### config.mk
export PLATFORM = sky130hd
export DESIGN_NAME = step_dir_decoder
export DESIGN_NICKNAME = d
export VERILOG_FILES = /design/src/rtl/step_dir_decoder.sv
export SDC_FILE = /design/constraint.sdc
export NUM_CORES = 1
export LEC_CHECK = 0
export ABC_AREA = 1
export CAP_MARGIN = 40
export CELL_PAD_IN_SITES_DETAIL_PLACEMENT = 1
export CELL_PAD_IN_SITES_GLOBAL_PLACEMENT = 2
export CORE_AREA = 4 4 141 143
export CTS_BUF_LIST = sky130_fd_sc_hd__clkbuf_2 sky130_fd_sc_hd__clkbuf_4 sky130_fd_sc_hd__clkbuf_8
export CTS_CLUSTER_SIZE = 20
export DETAILED_ROUTE_END_ITERATION = 12
export DIE_AREA = 0 0 145 147
export PLACE_DENSITY = 0.91
export SETUP_SLACK_MARGIN = 0.02
export SLEW_MARGIN = 20
export SYNTH_ARGS = -nofsm -noshare
export SYNTH_HDL_FRONTEND = slang
export SYNTH_SLANG_ARGS = --single-unit
### constraint.sdc
create_clock -name clk -period 2.9 [get_ports clk]
set_clock_uncertainty 0.2 [all_clocks]
set_input_delay 0.29 -clock clk [delete_from_list [all_inputs] [get_ports clk]]
set_output_delay 0.29 -clock clk [all_outputs]
set_load 0.03 [all_outputs]
### src/rtl/step_dir_decoder.sv
`default_nettype none
// +------------------------------------------------------------------+
// | step_dir_decoder: step/dir pulse decoder with position, period,   |
// | pulse-width measurement and glitch rejection.      Rev 1.0        |
// +------------------------------------------------------------------+
module step_dir_decoder #(
  parameter int WIDTH     = 16,
  parameter int MIN_WIDTH = 4,
  parameter int TIMEOUT   = 'hFFFF
) (
  input  logic             clk,
  input  logic             rst,
  input  logic             enable,
  input  logic             clr,
  input  logic             drv_pulse,
  input  logic             drv_dir,
  input  logic             pulse_invert,
  output logic             step_valid,
  output logic [WIDTH-1:0] position,
  output logic [WIDTH-1:0] step_count,
  output logic [WIDTH-1:0] period,
  output logic [WIDTH-1:0] pulse_width,
  output logic             stalled,
  output logic             glitch
);

  localparam logic [WIDTH-1:0] c_min_width = WIDTH'(MIN_WIDTH);
  localparam logic [WIDTH-1:0] c_timeout   = WIDTH'(TIMEOUT);
  localparam logic [WIDTH-1:0] c_one       = WIDTH'(1);
  localparam logic [WIDTH-1:0] c_max       = '1;

  typedef enum logic [1:0] {
    ST_IDLE = 2'd0,
    ST_HIGH = 2'd1,
    ST_LOW  = 2'd2
  } state_t;

  logic pulse_s1_q, pulse_s1_d, pulse_s2_q, pulse_s2_d;
  logic dir_s1_q, dir_s1_d, dir_s2_q, dir_s2_d;
  logic p, p_q, p_d;
  logic rise_q, rise_d, fall_q, fall_d;

  state_t           state_q, state_d;
  logic [WIDTH-1:0] width_q, width_d, gap_q, gap_d;
  logic [WIDTH-1:0] width_inc, gap_inc;
  logic             dir_q, dir_d;
  logic             armed_q, armed_d;

  logic             step_valid_q, step_valid_d;
  logic [WIDTH-1:0] position_q, position_d;
  logic [WIDTH-1:0] count_q, count_d;
  logic [WIDTH-1:0] period_q, period_d;
  logic [WIDTH-1:0] pw_q, pw_d;
  logic             glitch_q, glitch_d;

  assign p         = pulse_s2_q ^ pulse_invert;
  assign width_inc = (width_q == c_max) ? width_q : width_q + c_one;
  assign gap_inc   = (gap_q == c_max) ? gap_q : gap_q + c_one;

  always_comb begin
    pulse_s1_d = drv_pulse;
    pulse_s2_d = pulse_s1_q;
    dir_s1_d   = drv_dir;
    dir_s2_d   = dir_s1_q;
    p_d        = p;
    rise_d     = p & ~p_q;
    fall_d     = ~p & p_q;
  end

  always_comb begin
    state_d      = state_q;
    width_d      = width_q;
    gap_d        = gap_q;
    dir_d        = dir_q;
    armed_d      = armed_q;
    step_valid_d = 1'b0;
    position_d   = position_q;
    count_d      = count_q;
    period_d     = period_q;
    pw_d         = pw_q;
    glitch_d     = glitch_q;

    if (!enable) begin
      state_d = ST_IDLE;
      width_d = '0;
      gap_d   = '0;
      armed_d = 1'b0;
    end else begin
      case (state_q)
        ST_IDLE: begin
          armed_d = 1'b0;
          if (rise_q) begin
            state_d = ST_HIGH;
            width_d = c_one;
            gap_d   = c_one;
            dir_d   = dir_s2_q;
          end
        end
        ST_HIGH: begin
          gap_d = gap_inc;
          if (fall_q) begin
            if (width_q >= c_min_width) begin
              step_valid_d = 1'b1;
              pw_d         = width_q;
              count_d      = count_q + c_one;
              position_d   = dir_q ? position_q + c_one : position_q - c_one;
              armed_d      = 1'b1;
              state_d      = ST_LOW;
            end else begin
              glitch_d = 1'b1;
              state_d  = armed_q ? ST_LOW : ST_IDLE;
            end
          end else begin
            width_d = width_inc;
          end
          if (gap_q >= c_timeout) begin
            state_d  = ST_IDLE;
            period_d = '0;
            armed_d  = 1'b0;
          end
        end
        ST_LOW: begin
          // A rise landing exactly on the timeout cycle still counts as a step edge.
          if (rise_q) begin
            state_d = ST_HIGH;
            if (armed_q) period_d = gap_q;
            gap_d   = c_one;
            width_d = c_one;
            dir_d   = dir_s2_q;
          end else if (gap_q >= c_timeout) begin
            state_d  = ST_IDLE;
            period_d = '0;
            armed_d  = 1'b0;
          end else begin
            gap_d = gap_inc;
          end
        end
        default: state_d = ST_IDLE;
      endcase
    end

    if (clr) begin
      position_d = '0;
      count_d    = '0;
      glitch_d   = 1'b0;
    end
  end

  always_ff @(posedge clk) begin
    if (rst) begin
      pulse_s1_q   <= 1'b0;
      pulse_s2_q   <= 1'b0;
      dir_s1_q     <= 1'b0;
      dir_s2_q     <= 1'b0;
      // Edge register starts at the inactive level so no edge appears on release.
      p_q          <= pulse_invert;
      rise_q       <= 1'b0;
      fall_q       <= 1'b0;
      state_q      <= ST_IDLE;
      width_q      <= '0;
      gap_q        <= '0;
      dir_q        <= 1'b0;
      armed_q      <= 1'b0;
      step_valid_q <= 1'b0;
      position_q   <= '0;
      count_q      <= '0;
      period_q     <= '0;
      pw_q         <= '0;
      glitch_q     <= 1'b0;
    end else begin
      pulse_s1_q   <= pulse_s1_d;
      pulse_s2_q   <= pulse_s2_d;
      dir_s1_q     <= dir_s1_d;
      dir_s2_q     <= dir_s2_d;
      p_q          <= p_d;
      rise_q       <= rise_d;
      fall_q       <= fall_d;
      state_q      <= state_d;
      width_q      <= width_d;
      gap_q        <= gap_d;
      dir_q        <= dir_d;
      armed_q      <= armed_d;
      step_valid_q <= step_valid_d;
      position_q   <= position_d;
      count_q      <= count_d;
      period_q     <= period_d;
      pw_q         <= pw_d;
      glitch_q     <= glitch_d;
    end
  end

  assign step_valid  = step_valid_q;
  assign position    = position_q;
  assign step_count  = count_q;
  assign period      = period_q;
  assign pulse_width = pw_q;
  assign stalled     = (state_q == ST_IDLE);
  assign glitch      = glitch_q;

endmodule
`default_nettype wire
# [Yosys cells after proc, flatten, opt, wreduce, memory -nomap -nowiden]
# Cells that the tools add are included.
[totals] input_bits=7 mem_count=0 latch_bits=0 wordCells=94 mem_bits_rw=0 ff_bits=109 mem_bits_ro=0
[op_classes] n_lt_le_gt_ge=2 div=0 bitwise_logic=9 reduce_logical=16 shifts=0 add_sub_neg=5 eq_ne=15 multipliers=0 mux=29
[op_table] cell="16-bit two-way mux" n=10
[op_table] cell="16-bit by 1-bit adder with 16-bit output, second input constant" n=4
[op_table] cell="16-bit case mux with 2 select lines" n=2
[op_table] cell="16-bit case mux with 3 select lines" n=1
[op_table] cell="16-bit equality test, second input constant" n=2
[op_table] cell="16-bit >= comparator, second input constant" n=1
[op_table] cell="16-bit by 3-bit >= comparator with 1-bit output, second input constant" n=1
[op_table] cell="16-bit by 1-bit subtractor with 16-bit output, second input constant" n=1
[op_table] cell="3-bit != test, second input constant" n=5
[op_table] cell="2-bit two-way mux" n=7
[op_table] cell="3-bit AND reduction" n=4
[op_table] cell="4-bit AND reduction" n=3
[op_table] cell="2-bit != test, second input constant" n=4
[op_table] cell="1-bit two-way mux" n=7
[op_table] cell="1-bit NOT" n=6
[op_table] cell="2-bit case mux with 3 select lines" n=1
[op_table] cell="2-bit OR reduction" n=3
[op_table] cell="5-bit AND reduction" n=1
[op_table] cell="2-bit by 1-bit != test with 1-bit output, second input constant" n=2
[op_table] cell="2-bit nonzero test" n=2
[op_table] cell="4-bit OR reduction" n=1
[op_table] cell="1-bit case mux with 3 select lines" n=1
[op_table] cell="3-bit nonzero test" n=1
[op_table] cell="1-bit bitwise AND" n=2
[op_table] cell="other kinds (4)" n=4

# [Depth between registers and ports, before layout]
[depth] word_depth=5 ltp_mapped=12 depth_no_buf=12

# [Worst setup path after synthesis]
# OpenSTA, ideal clock, no wires.
[synth_timing] path_kind="reg-to-reg" from="register dir_q" to="register position_q[13], in the netlist position[13]" slack_ps=846 arrival_ps=1745 setup_time_ps=109 path_stages_with_launch=12 required_time_ps=2591 path_cell_list="dfxtp_1 -> inv_1 -> ha_1 -> or2_2 -> nand2_1 -> o21bai_1 -> nand3b_1 -> nand2_1 -> nand2_1 -> nand3_1 -> nand2_1 -> inv_1"
[synth_via] elab_chain_cells=1
[synth_rtl] item="start: declaration" line="46" text="logic dir_q, dir_d;"
[synth_rtl] item="start signal: assignment" line="181" text="dir_q <= dir_d;"
[synth_rtl] item="16-bit two-way mux" line="106" text="position_d = dir_q ? position_q + c_one : position_q - c_one;"
[synth_rtl] item="end signal: assignment" line="184" text="position_q <= position_d;"
[synth_rtl] item="end: declaration" line="50" text="logic [WIDTH-1:0] position_q, position_d;"
# No other way between the ends.
# A chain may end at the register's enable or synchronous reset.

# [Final worst setup path]
# Ends and elaborated chain as after synthesis.

==> summary.txt <==
Status -> complete, no violations
Final Cycle Share -> 81.3%
Crit path DAT -> 2.46 ns
Worst hold path startpoint -> dir_s1_q
Launch point of the worst path -> dir_q
CP cell instances -> inv_1, ha_1, or2_2, nand2_1, o21bai_1, nand3b_1, nand2_1, nand2_1, nand3_1, nand2_1, inv_1
RSZ-0062 raised after global routing -> false
Ports -> 74
Final setup fails -> 0
Reg clk slew, reported paths -> 0.11 ns
Largest net degree at the start of global routing -> 71
Worst reg2reg path depth -> 11
FILL cells -> 2,395
Sequential share of the synthesized area -> 37.1%
Startpoint types -> flip-flop
Detailed placer's ending HPWL -> 12,900 um
Final Net Count -> 949
Core Region -> 18,600 um^2
Final min period -> 2.36 ns
Hold Path Cell Cnt -> 2
Pre-antenna DRT Iters -> 4
Ys async rst share -> 0%
WL/cell -> 14.7 um
Die area -> 21,300 um^2
Vias/cell -> 4.87
Grt ovf -> 0
Slowest stage delay, CP -> 0.42 ns
Area Growth Syn to Fin -> 20.0%
Slew headroom -> 61.2%
Post-synthesis cell area -> 5880 um^2
Die Ht -> 147 um
Die width -> 145 um
# rows -> 50
# resized after CTS -> 0
Cells after synthesis -> 849
Reg area -> 2180 um^2
Initial Utilization -> 31.7%
VDD IR-drop max -> 0.216 mV
Max-cap viol count -> 0
Post-route DRC -> 0
Via count -> 5,638
First-pass GRT wire length -> 28,900 um
Total clock sinks -> 109
Worst hold slack -> 0.214 ns
Final GP Congestion -> 0.790
Post-cts hold buffer count -> 0
Netlist cell types -> 45
Kind of end point of the critical path -> flip-flop
TritonCTS clock tree -> yes
YS warnings -> 0
Register share of total power -> 54.9%
LEAKAGE -> 2.74 nW
Total GRT Usage -> 16.2%
Post-route ant nets -> 0
Share of cells above drive strength 1 -> 6.60%
P_int -> 2.00 mW
Final hold vios -> 0
Initial antenna violation count -> 0
IO buf count -> 73
Initial DRC count -> 204
Multi-input gate area -> 3260 um^2
Clock Path Buffers -> 2
Fin. max-slew vios -> 0
Clock Latency Late Sink -> 0.39 ns
Synth Area per Inst -> 6.93 um^2
Pre-CTS setup slack -> 0.530 ns
Hold/Removal Path Class -> flip-flop to flip-flop
Ys flop type -> dfxtp_1
H-tree depth -> 3
Setup ws final -> 0.542 ns
Vias in the first global route -> 5,752
Net Sw Power -> 0.773 mW
Commonest non-fill, non-tap cell in the layout -> nand2_1
Cts bufs inserted -> 9
Final Cell Area -> 7060 um^2
Final WL -> 17,000 um
Pwr per Cell Area -> 393 nW/um^2
Number of synthesized register bits -> 109
Ant diodes -> 0
Clock power share -> 36.0%
Total nets after synthesis -> 879
Gate power share -> 9.1%
Worst Path Required -> 3.00 ns
Power, Total -> 2.77 mW
Crit path kind -> flip-flop to flip-flop
Max Clk Rate -> 424 MHz
Sw Share -> 27.9%
Setup Buffers After CTS -> 0
Setup TNS -> 0 ns
Slowest CP cell -> inv_1
Commonest non-fill, non-tap cells in the layout -> 215 x nand2_1, 109 x dfxtp_1, 100 x nor2_1
Worst-margin pin slew -> 0.578 ns
Crit-path max FO -> 16
EDFF count, synth -> 0
Critical R2R Launch -> dir_q
Root Driver -> clkbuf_8
Placed inst area -> 6860 um^2
Most frequent CP cell -> nand2_1
layer usage:
metal  part of all wire, %  up-vias  track usage, %
li1                      -     2910               -
met1                    49     2668            21.2
met2                    48       45            28.2
met3                   1.4       15            1.82
met4                   1.4        0            4.99
met5                     0        -               0
cell usage after synthesis, types with 3 or more instances:
cell        n  share of area (%)
ha_1       22                4.7
buf_2      13                1.1
nand4_1    19                2.0
nor2_4      3               0.57
dfxtp_1   109                 37
nor2_2      5               0.53
o21ai_1     5               0.43
o21a_1      3               0.38
nor2_1    100                6.4
clkbuf_1    5               0.32
o21ai_0    43                3.7
nor3_2      3               0.51
inv_1      78                5.0
and2_1      3               0.32
nand3b_1    5               0.64
inv_2       6               0.38
or2_2       3               0.32
nand2_2     8               0.85
nor3_1     15                1.3
o21bai_1    4               0.51
o22ai_1     3               0.32
nand2_1   215                 14
nand3_1    40                3.4
xor2_1      9                1.3
xnor2_1    14                2.1
a21oi_1    90                7.7
layout make-up:
class	instances	area share (%)
multi-input cells	633	46.2
clock inverters	7	1.12
flip-flops and latches	109	30.9
clock buffers	9	1.75
repair buffers	80	11.3
well taps	234	4.15
inverters	86	4.57
path summary, 6_finish.rpt:
path             endpoint  slack, ns
max          position[13]       0.54
min              dir_s2_q       0.21
max reg2reg  position[13]       0.54
min reg2reg      dir_s2_q       0.21
registers in the layout, indices dropped and copies added (netlist names), 2 cells and up:
signal	flops
period	16
position	16
pulse_width	16
width_q	16
state_q	2
gap_q	16
step_count	16
worst max-delay path, delay by kind of cell, from the launching register on:
family,cells,cell delay [ns]
compound gates,1,0.12
fa+ha+maj,1,0.37
buf+inv,2,0.46
flops,1,0.33
simple gates,7,0.80
metrics by stage:
step,instances,util [%]
finish,1158,38.0
global route,1158,38.0
CTS,1158,38.0
detailed placement,1142,36.9
global placement,1142,36.9
floorplan,849,-
cells by family after synthesis:
| family | Yosys count | synth area share (%) |
|---|---|---|
| simple gates | 429 | 32.6 |
| flops | 109 | 37.1 |
| compound gates | 158 | 14.4 |
| xor+xnor | 23 | 3.42 |
| buf+inv | 107 | 7.42 |
| fa+ha+maj | 23 | 5.02 |
power by group through the flow:
stage	sequential (mW)	combinational, mW	clock, mW
after detailed placement	1.56	0.255	0
final	1.52	0.252	0.999
after CTS	1.52	0.257	1.05
after floorplan	1.55	0.190	0
after global routing	1.52	0.289	1.10
after global placement	1.56	0.252	0
(Power assumes the default switching activity.)
